$ cat src/rtl/set_bit_enumerator.sv
// Set-bit enumerator: walks the set bits of an accepted word,
// emitting one isolated bit and its index per output beat.
module set_bit_enumerator #(
    parameter  int WORD_WIDTH  = 8,
    localparam int INDEX_WIDTH = (WORD_WIDTH > 1) ? $clog2(WORD_WIDTH) : 1
) (
    input  logic                   clock,
    input  logic                   reset_n,
    input  logic                   input_valid,
    output logic                   input_ready,
    input  logic [WORD_WIDTH-1:0]  input_word,
    output logic                   output_valid,
    input  logic                   output_ready,
    output logic [WORD_WIDTH-1:0]  output_onehot,
    output logic [INDEX_WIDTH-1:0] output_index,
    output logic                   output_last
);

    localparam logic [0:0] IDLE = 1'b0;
    localparam logic [0:0] EMIT = 1'b1;

    logic [0:0]            state;
    logic                  armed;
    logic [WORD_WIDTH-1:0] remaining;
    logic [WORD_WIDTH-1:0] lowest;
    logic [WORD_WIDTH-1:0] rest;
    logic [INDEX_WIDTH-1:0] lowest_idx;
    logic                  emit;

    assign lowest = remaining & (-remaining);
    assign rest   = remaining & (remaining - WORD_WIDTH'(1));
    assign emit   = (state == EMIT);

    // lowest is one-hot or zero, so OR-ing positions encodes it
    always_comb begin
        lowest_idx = '0;
        for (int i = 0; i < WORD_WIDTH; i++) begin
            if (lowest[i]) lowest_idx = lowest_idx | INDEX_WIDTH'(i);
        end
    end

    // armed holds input_ready low until the first edge after reset
    assign input_ready   = armed & ~emit;
    assign output_valid  = emit;
    assign output_onehot = emit ? lowest : '0;
    assign output_index  = emit ? lowest_idx : '0;
    assign output_last   = emit & (rest == '0);

    always_ff @(posedge clock or negedge reset_n) begin
        if (!reset_n) begin
            state     <= IDLE;
            armed     <= 1'b0;
            remaining <= '0;
        end else begin
            armed <= 1'b1;
            unique case (state)
                IDLE: begin
                    if (input_valid && armed) begin
                        remaining <= input_word;
                        state     <= EMIT;
                    end
                end
                EMIT: begin
                    if (output_ready) begin
                        remaining <= rest;
                        if (rest == '0) state <= IDLE;
                    end
                end
                default: state <= IDLE;
            endcase
        end
    end

endmodule

$ cat config.mk
export PLATFORM = sky130hd
export DESIGN_NAME = set_bit_enumerator
export DESIGN_NICKNAME = d
export VERILOG_FILES = /design/src/rtl/set_bit_enumerator.sv
export SDC_FILE = /design/constraint.sdc
export NUM_CORES = 1
export LEC_CHECK = 0
export ABC_AREA = 1
export BUFFER_PORTS_ARGS = -buffer_cell sky130_fd_sc_hd__buf_2
export CORE_MARGIN = 2
export CORE_UTILIZATION = 42
export DETAILED_ROUTE_END_ITERATION = 16
export PLACE_DENSITY = 0.71
export SKIP_CTS_REPAIR_TIMING = 1
export SLEW_MARGIN = 20
export SYNTH_ARGS = -nofsm -noshare
export SYNTH_HDL_FRONTEND = slang
export SYNTH_SLANG_ARGS = --single-unit
$ cat constraint.sdc
create_clock -name clock -period 1.51 [get_ports clock]
set_input_delay 0 -clock clock [delete_from_list [all_inputs] [get_ports clock]]
set_output_delay 0 -clock clock [all_outputs]
set_load 0.02 [all_outputs]
**Yosys cells after proc, flatten, opt, wreduce, memory -nomap -nowiden**

Index checks and enable logic that the tools add are counted.

- Add/sub/neg operators: 2
- Multiplexer cells: 16
- Bitwise logic cells: 5
- Reduce and logical (&&, ||, !) cells: 3
- Equal/unequal tests: 2

Operator list:

| operator | number |
|---|---|
| 8-bit two-way mux | 3 |
| 8-bit bitwise AND | 2 |
| 8-bit case mux with 2 select lines | 1 |
| 3-bit two-way mux | 5 |
| 8-bit zero test | 1 |
| 8-bit negator | 1 |
| 8-bit by 1-bit subtractor with 8-bit output (second input constant) | 1 |
| 1-bit two-way mux | 4 |
| 2-bit two-way mux | 2 |
| 1-bit bitwise AND | 2 |
| 2-bit by 1-bit != test with 1-bit output (second input constant) | 1 |
| 2-bit != test (second input constant) | 1 |
| 1-bit case mux with 2 select lines | 1 |
| 2-bit AND reduction | 1 |
| 1-bit logical AND | 1 |
| 1-bit NOT | 1 |

- Output and inout port bits: 14
- Input port bits: 12
- Register bits after elaboration: 10
- Logic and storage cells: 31

**Logic depth before layout (Yosys ltp)**

Gate-level depths: netlist of run 1.

- Depth after elaboration: 10
- Gate-level depth with buffers: 8
- Gate-level depth less buffers: 8

**Worst setup path after synthesis of run 1**

No wires, ideal clock.

- Kind: reg2out
- Start point: register state, in the netlist output_valid
- End point: output output_onehot[4]
- Slack: 0.102 ns
- Path buffers: 1
- Stages on the path, launching flop included: 4
- Data required time: 1.510 ns
- Arrival: 1.408 ns
- Cell sequence: dfrtp_1 > inv_1 > buf_2 > nor3_1

- Longest elaborated chain between the ends: 1

RTL lines:

| what | RTL line | text |
|---|---|---|
| start, declared | 22 | `logic [0:0] state;` |
| start signal, assigned | 51 | `state <= IDLE;` |
| start signal, assigned | 60 | `state <= EMIT;` |
| start signal, assigned | 66 | `if (rest == '0) state <= IDLE;` |
| 8-bit two-way mux | 45 | `assign output_onehot = emit ? lowest : '0;` |
| end, declared | 14 | `output logic [WORD_WIDTH-1:0] output_onehot,` |

Every way passes these cells.

**Final worst setup path of run 1**

- Start point: register remaining[1]
- End point: output output_last

- Longest elaborated chain between the ends: 4

RTL lines:

| what | RTL line | text |
|---|---|---|
| start, declared | 24 | `logic [WORD_WIDTH-1:0] remaining;` |
| start signal, assigned | 59 | `remaining <= input_word;` |
| start signal, assigned | 65 | `remaining <= rest;` |
| 8-bit by 1-bit subtractor with 8-bit output | 31 | `assign rest = remaining & (remaining - WORD_WIDTH'(1));` |
| 8-bit bitwise AND * | 31 |  |
| 8-bit zero test * | 47 | `assign output_last = emit & (rest == '0);` |
| 1-bit bitwise AND * | 47 |  |
| end, declared | 16 | `output logic output_last` |

Mark *: on every way between the ends. The rest lies on a longest branch, timed or not.

==> results.toml, run 1 <==
[sta]
drv_slew = 0
min_period_ns = 1.63
final-hold-violation-count = 5
worst_slack_ns = -0.120
fmax_ghz = 0.613
finalSetupViolCount = 4
rsz0062_at_grt = "true"
post-route-period-util = 1.08
hold-worst-slack_ns = -0.0189
fin_skew_ns = 0.00619
fin_setup_tns_ns = -0.293

[logic_synthesis]
ys_seq_area_frac = 0.340
synth_fp_nets = 114
syn_area_um2 = 737
yosys_register_bits = 10
synthArstFlopShare = 1.00
yosys.area.top_type = "dfrtp_1"
synth_flop_cell = "dfrtp_1"
synth_area_per_cell_um2 = 7.23
synth_area_leaders = "dfrtp_1, nand2_1, nor2_1"
synth_commonest_cells = "nand2_1, nor2_1, inv_1, dfrtp_1, nand3_1"
synth-edff-count = 0
synth_top_cell_area_share = 0.340
postSynthCellCount = 102
synth.most_common_cell = "nand2_1"
synth_warnings = 0
ys_types = 21

[critical_path]
slowest_stage = "dfrtp_1"
cp_data_arrival_time_ns = 1.63
path_max_fanout = 6
cp-start-kind = "flop"
regToRegSetupSlack_ns = 0.15
critical_path.max_stage_delay_ns = 0.43
crit_path_cell_trace = "nor2_4, nand2_2, nand2_2, nand3_2, nor2_4, nand2_1, nor2_1, buf_4"
crit_type = "reg -> out"
required_ns = 1.51
crit_path_end_kind = "output port"

[clock_tree]
clkTransAtPathRegs_ns = 0.07
htree_levels = 1
cts_buffers = 3
clock_path_buffers = 2
cts_tree = "yes"
root_buffer = "clkbuf_4"
clock_sinks = 10
clk_latency_ns = 0.26

[floorplan]
chipHeight_um = 45.9
core_area_um2 = 1690
fp.dieW_um = 45.9
dieArea_um2 = 2110
start_util = 0.436
ios = 26
rows = 15

[detailed_routing]
via_count = 783
wirelength_um = 1780
routedWlPerCell_um = 11.6
vias_per_cell = 5.12
first_iter_violations = 25
ant_nets = 0
dr.pass1.iters = 4
drcViolationCount = 0

[layout]
syn_to_final_growth_pct = 35.7
fin_area_um2 = 1000
final_cell_count_no_fill = 153
drive_gt1_frac = 0.449
fill_cells = 166
multiInputGateArea_um2 = 439
seqCellArea_um2 = 251
final_util = 0.592
diodes = 0
fin_nets = 149

[run_status]
violations = "negative hold slack, negative setup slack"
outcome = "finished, violations left"

[grt]
grt_usage = 0.178
grt-ovfl-total = 0
antenna_found_initial = 0
met1_usage = 0.208
grt_max_degree = 16
met3_usage = 0.0357
grt_pass1_wl_um = 2720
grt_pass1_vias = 699
top_usage_layer = "met2"
grt.met2_usage = 0.306

[power]
power.internal_uw = 1100
ir_drop_v = 0.00121
seqPwrFrac = 0.249
leakagePower_uw = 0.000514
p_sw_uw = 1150
combPwrFrac = 0.646
power_density_nw_per_um2 = 2250
swShare = 0.512
clkPwrFrac = 0.105

[run]
maxCapViolations = 0

[placement]
gp_congestion = 0.777
dp.cells = 142
place_area_um2 = 863
dp_hpwl_um = 1320
portBuffers = 25

[worst_hold_path]
hold_path.class = "in -> reg"
[cells in the final DEF (no fill, tap or decap)]
cell            n
a21oi_1         1
dfrtp_2         1
buf_2          18
o211ai_1        1
dlygate4sd3_1   1
clkbuf_8        1
nand2_2         6
nor3_1          1
nand4_1         1
nor2_4          5
clkinvlp_4      1
clkinvlp_2      1
nand2_1        19
inv_1          10
clkbuf_4        3
dfrtp_1         9
nand2_4         1
nor2_2          4
a41oi_2         1
o21ai_0         6
nand3_1         4
inv_2           1
a31oi_1         4
nand3_2         5
nor2_1         15
o22ai_1         2
buf_4          13
conb_1          1
[path summary, 6_finish.rpt]
kind | start | end | cells past startpoint
max | remaining[1] | output_last | 8
min | input_word[0] | remaining[0] | 3
max reg2reg | remaining[1] | output_valid | 8
min reg2reg | remaining[7] | remaining[7] | 2
max in group asynchronous | reset_n | output_valid | 2
min in group asynchronous | reset_n | armed | 2
[per-layer routing]
| layer | part of all wire | wire length, um |
|---|---|---|
| met1 | 0.44 | 783 |
| met2 | 0.51 | 910 |
| met3 | 0.047 | 83 |
| met4 | 0 | 0 |
| met5 | 0 | 0 |
[stage by stage]
step	hold WS, ns	total power [uW]	setup WS, ns
after floorplan	-0.296	1500	0.102
final	-0.0189	2250	-0.120
after global placement	-0.128	1750	0.220
after detailed placement	-0.129	1780	0.167
after global routing	0.00487	2450	-0.233
after CTS	-0.409	2020	-0.129
[critical path: cells and delay by family, from the launching register on]
kind          cells  cell delay (ns)
simple gates      7             0.78
flops             1             0.43
buf+inv           1             0.15
[cells by family after synthesis]
family                 after synthesis  share of synthesized area
other                                1                    0.00509
AO/OA/AOI/OAI                       15                      0.131
flip-flops                          10                      0.340
buffers and inverters               15                     0.0985
AND/OR/NAND/NOR                     61                      0.426
[area by class of cell]
| type | count | share of cell area |
|---|---|---|
| repair buffers | 32 | 0.198 |
| flip-flops and latches | 10 | 0.252 |
| clock buffers | 4 | 0.0363 |
| multi-input cells | 77 | 0.439 |
| repair inverters | 1 | 0.00501 |
| well taps | 17 | 0.0213 |
| inverters | 12 | 0.0488 |
[state kept, by name, indices dropped and copies added, names as in the netlist]
signal and cells:
remaining 8, output_valid 1, armed 1
[power groups by stage]
stage	combinational (uW)	sequential (uW)	clock (uW)
6_report	1460	560	238
5_1_grt	1620	581	253
4_1_cts	1250	526	241
3_5_place_dp	1250	530	0
3_3_place_gp	1220	528	0
2_1_floorplan	985	517	0
Power figures use the tool's default switching activity.
==> run 2, diff against run 1 <==
RECOVER_POWER = 100   (was not set)
==> results.toml, run 2 (same netlist as run 1, synthesis figures left out) <==
[sta]
min_period_ns = 1.63
hold-worst-slack_ns = -0.0189
final-hold-violation-count = 5
drv_slew = 0
fmax_ghz = 0.613
worst_slack_ns = -0.120
worst_pin_slew_ns = 0.562
rsz0062_at_grt = "true"
finalSetupViolCount = 4
maxSlewHeadroom = 0.625
post-route-period-util = 1.08
fin_skew_ns = 0.00619

[floorplan]
core_area_um2 = 1690
rows = 15
ios = 26
start_util = 0.436
fp.dieW_um = 45.9
dieArea_um2 = 2110
chipHeight_um = 45.9

[layout]
drive_gt1_frac = 0.441
top_register = "remaining"
diodes = 0
layout_commonest_cell = "nand2_1"
largest_reg_flops = 8
syn_to_final_growth_pct = 35.5
final_cell_mix = "nand2_1, buf_2, nor2_1, buf_4, inv_1"
fin_nets = 149
final_util = 0.591

[power]
leakagePower_uw = 0.000511
power_density_nw_per_um2 = 2260
ir_drop_v = 0.00121

[run_status]
violations = "negative hold slack, negative setup slack"
outcome = "finished, violations left"

[grt]
grt-ovfl-total = 0
grt_max_degree = 16
grt_pass1_vias = 699
antenna_found_initial = 0
grt_pass1_wl_um = 2720
grt_usage = 0.178

[detailed_routing]
dr.pass1.iters = 4
routedWlPerCell_um = 11.6
wirelength_met1_um = 783
vias_per_cell = 5.12
first_iter_violations = 22
via_count = 783
drcViolationCount = 0
routed.top_layer = "met3"
wl_met2_um = 909
met3_length_um = 83
wirelength_um = 1780
ant_nets = 0

[clock_tree]
clk_latency_ns = 0.26
htree_levels = 1
root_buffer = "clkbuf_4"
clock_path_buffers = 2
clkTransAtPathRegs_ns = 0.07
clock_sinks = 10
cts_buffers = 3
cts_tree = "yes"

[critical_path]
cp-start-kind = "flop"
crit_path_cell_trace = "nor2_4, nand2_2, nand2_2, nand3_2, nor2_4, nand2_1, nor2_1, buf_4"
required_ns = 1.51
slowest_stage = "dfrtp_1"
critical_path.max_stage_delay_ns = 0.43
path_max_fanout = 6
cp_data_arrival_time_ns = 1.63
crit_type = "reg -> out"
crit_path_end_kind = "output port"
regToRegSetupSlack_ns = 0.15

[placement]
gp_congestion = 0.777
portBuffers = 25
dp_hpwl_um = 1320
dpl_worst_slack_ns = 0.167

[run]
maxCapViolations = 0

[worst_hold_path]
hold_path.class = "in -> reg"
## run 2: cell types whose count changed in the layout (fill, tap and decap cells not counted), sizes merged
cell    previous run  this run
buf               31        30
clkbuf             4         5
## run 2: worst paths after layout
path,start,end,cells after the start
min reg2reg,remaining[7],remaining[7],2
min,input_word[0],remaining[0],3
max,remaining[1],output_last,8
max reg2reg,remaining[1],output_valid,8
min in group asynchronous,reset_n,armed,2
max in group asynchronous,reset_n,output_valid,2
## run 2: layout make-up
type                       count  area (um2)
timing repair buffer          32         196
inverter                      12        48.8
timing repair inverter         1        5.00
multi-input combinational     77         439
fill                         166         691
tap                           17        21.3
clock buffer                   4        36.3
sequential                    10         251
## run 2: critical path: cells and delay by family (launching register included)
| family | cells | cell delay [ns] |
|---|---|---|
| AND/OR/NAND/NOR | 7 | 0.78 |
| buffers and inverters | 1 | 0.15 |
| flip-flops | 1 | 0.43 |
## run 2: power breakdown
part | internal (uW) | total [uW] | switching (uW)
clock | 146 | 238 | 91.5
sequential | 382 | 560 | 178
combinational | 570 | 1460 | 886
total | 1100 | 2250 | 1150
## run 2: metrics by stage
step / area, um2 / hold slack [ns] / power (uW) / std cells / setup TNS [ns]
detailed placement: 863 / -0.129 / 1780 / 142 / 0
global placement: 863 / -0.128 / 1750 / 142 / 0
CTS: 900 / -0.409 / 2020 / 146 / -0.440
global route: 998 / 0.00487 / 2450 / 153 / -1.17
floorplan: 737 / -0.296 / 1500 / 102 / 0
finish: 998 / -0.0189 / 2250 / 153 / -0.293
## run 2: routing by layer
layer,vias up,GRT usage
li1,397,-
met1,359,0.208
met2,27,0.306
met3,0,0.0357
met4,0,0.0857
met5,-,0
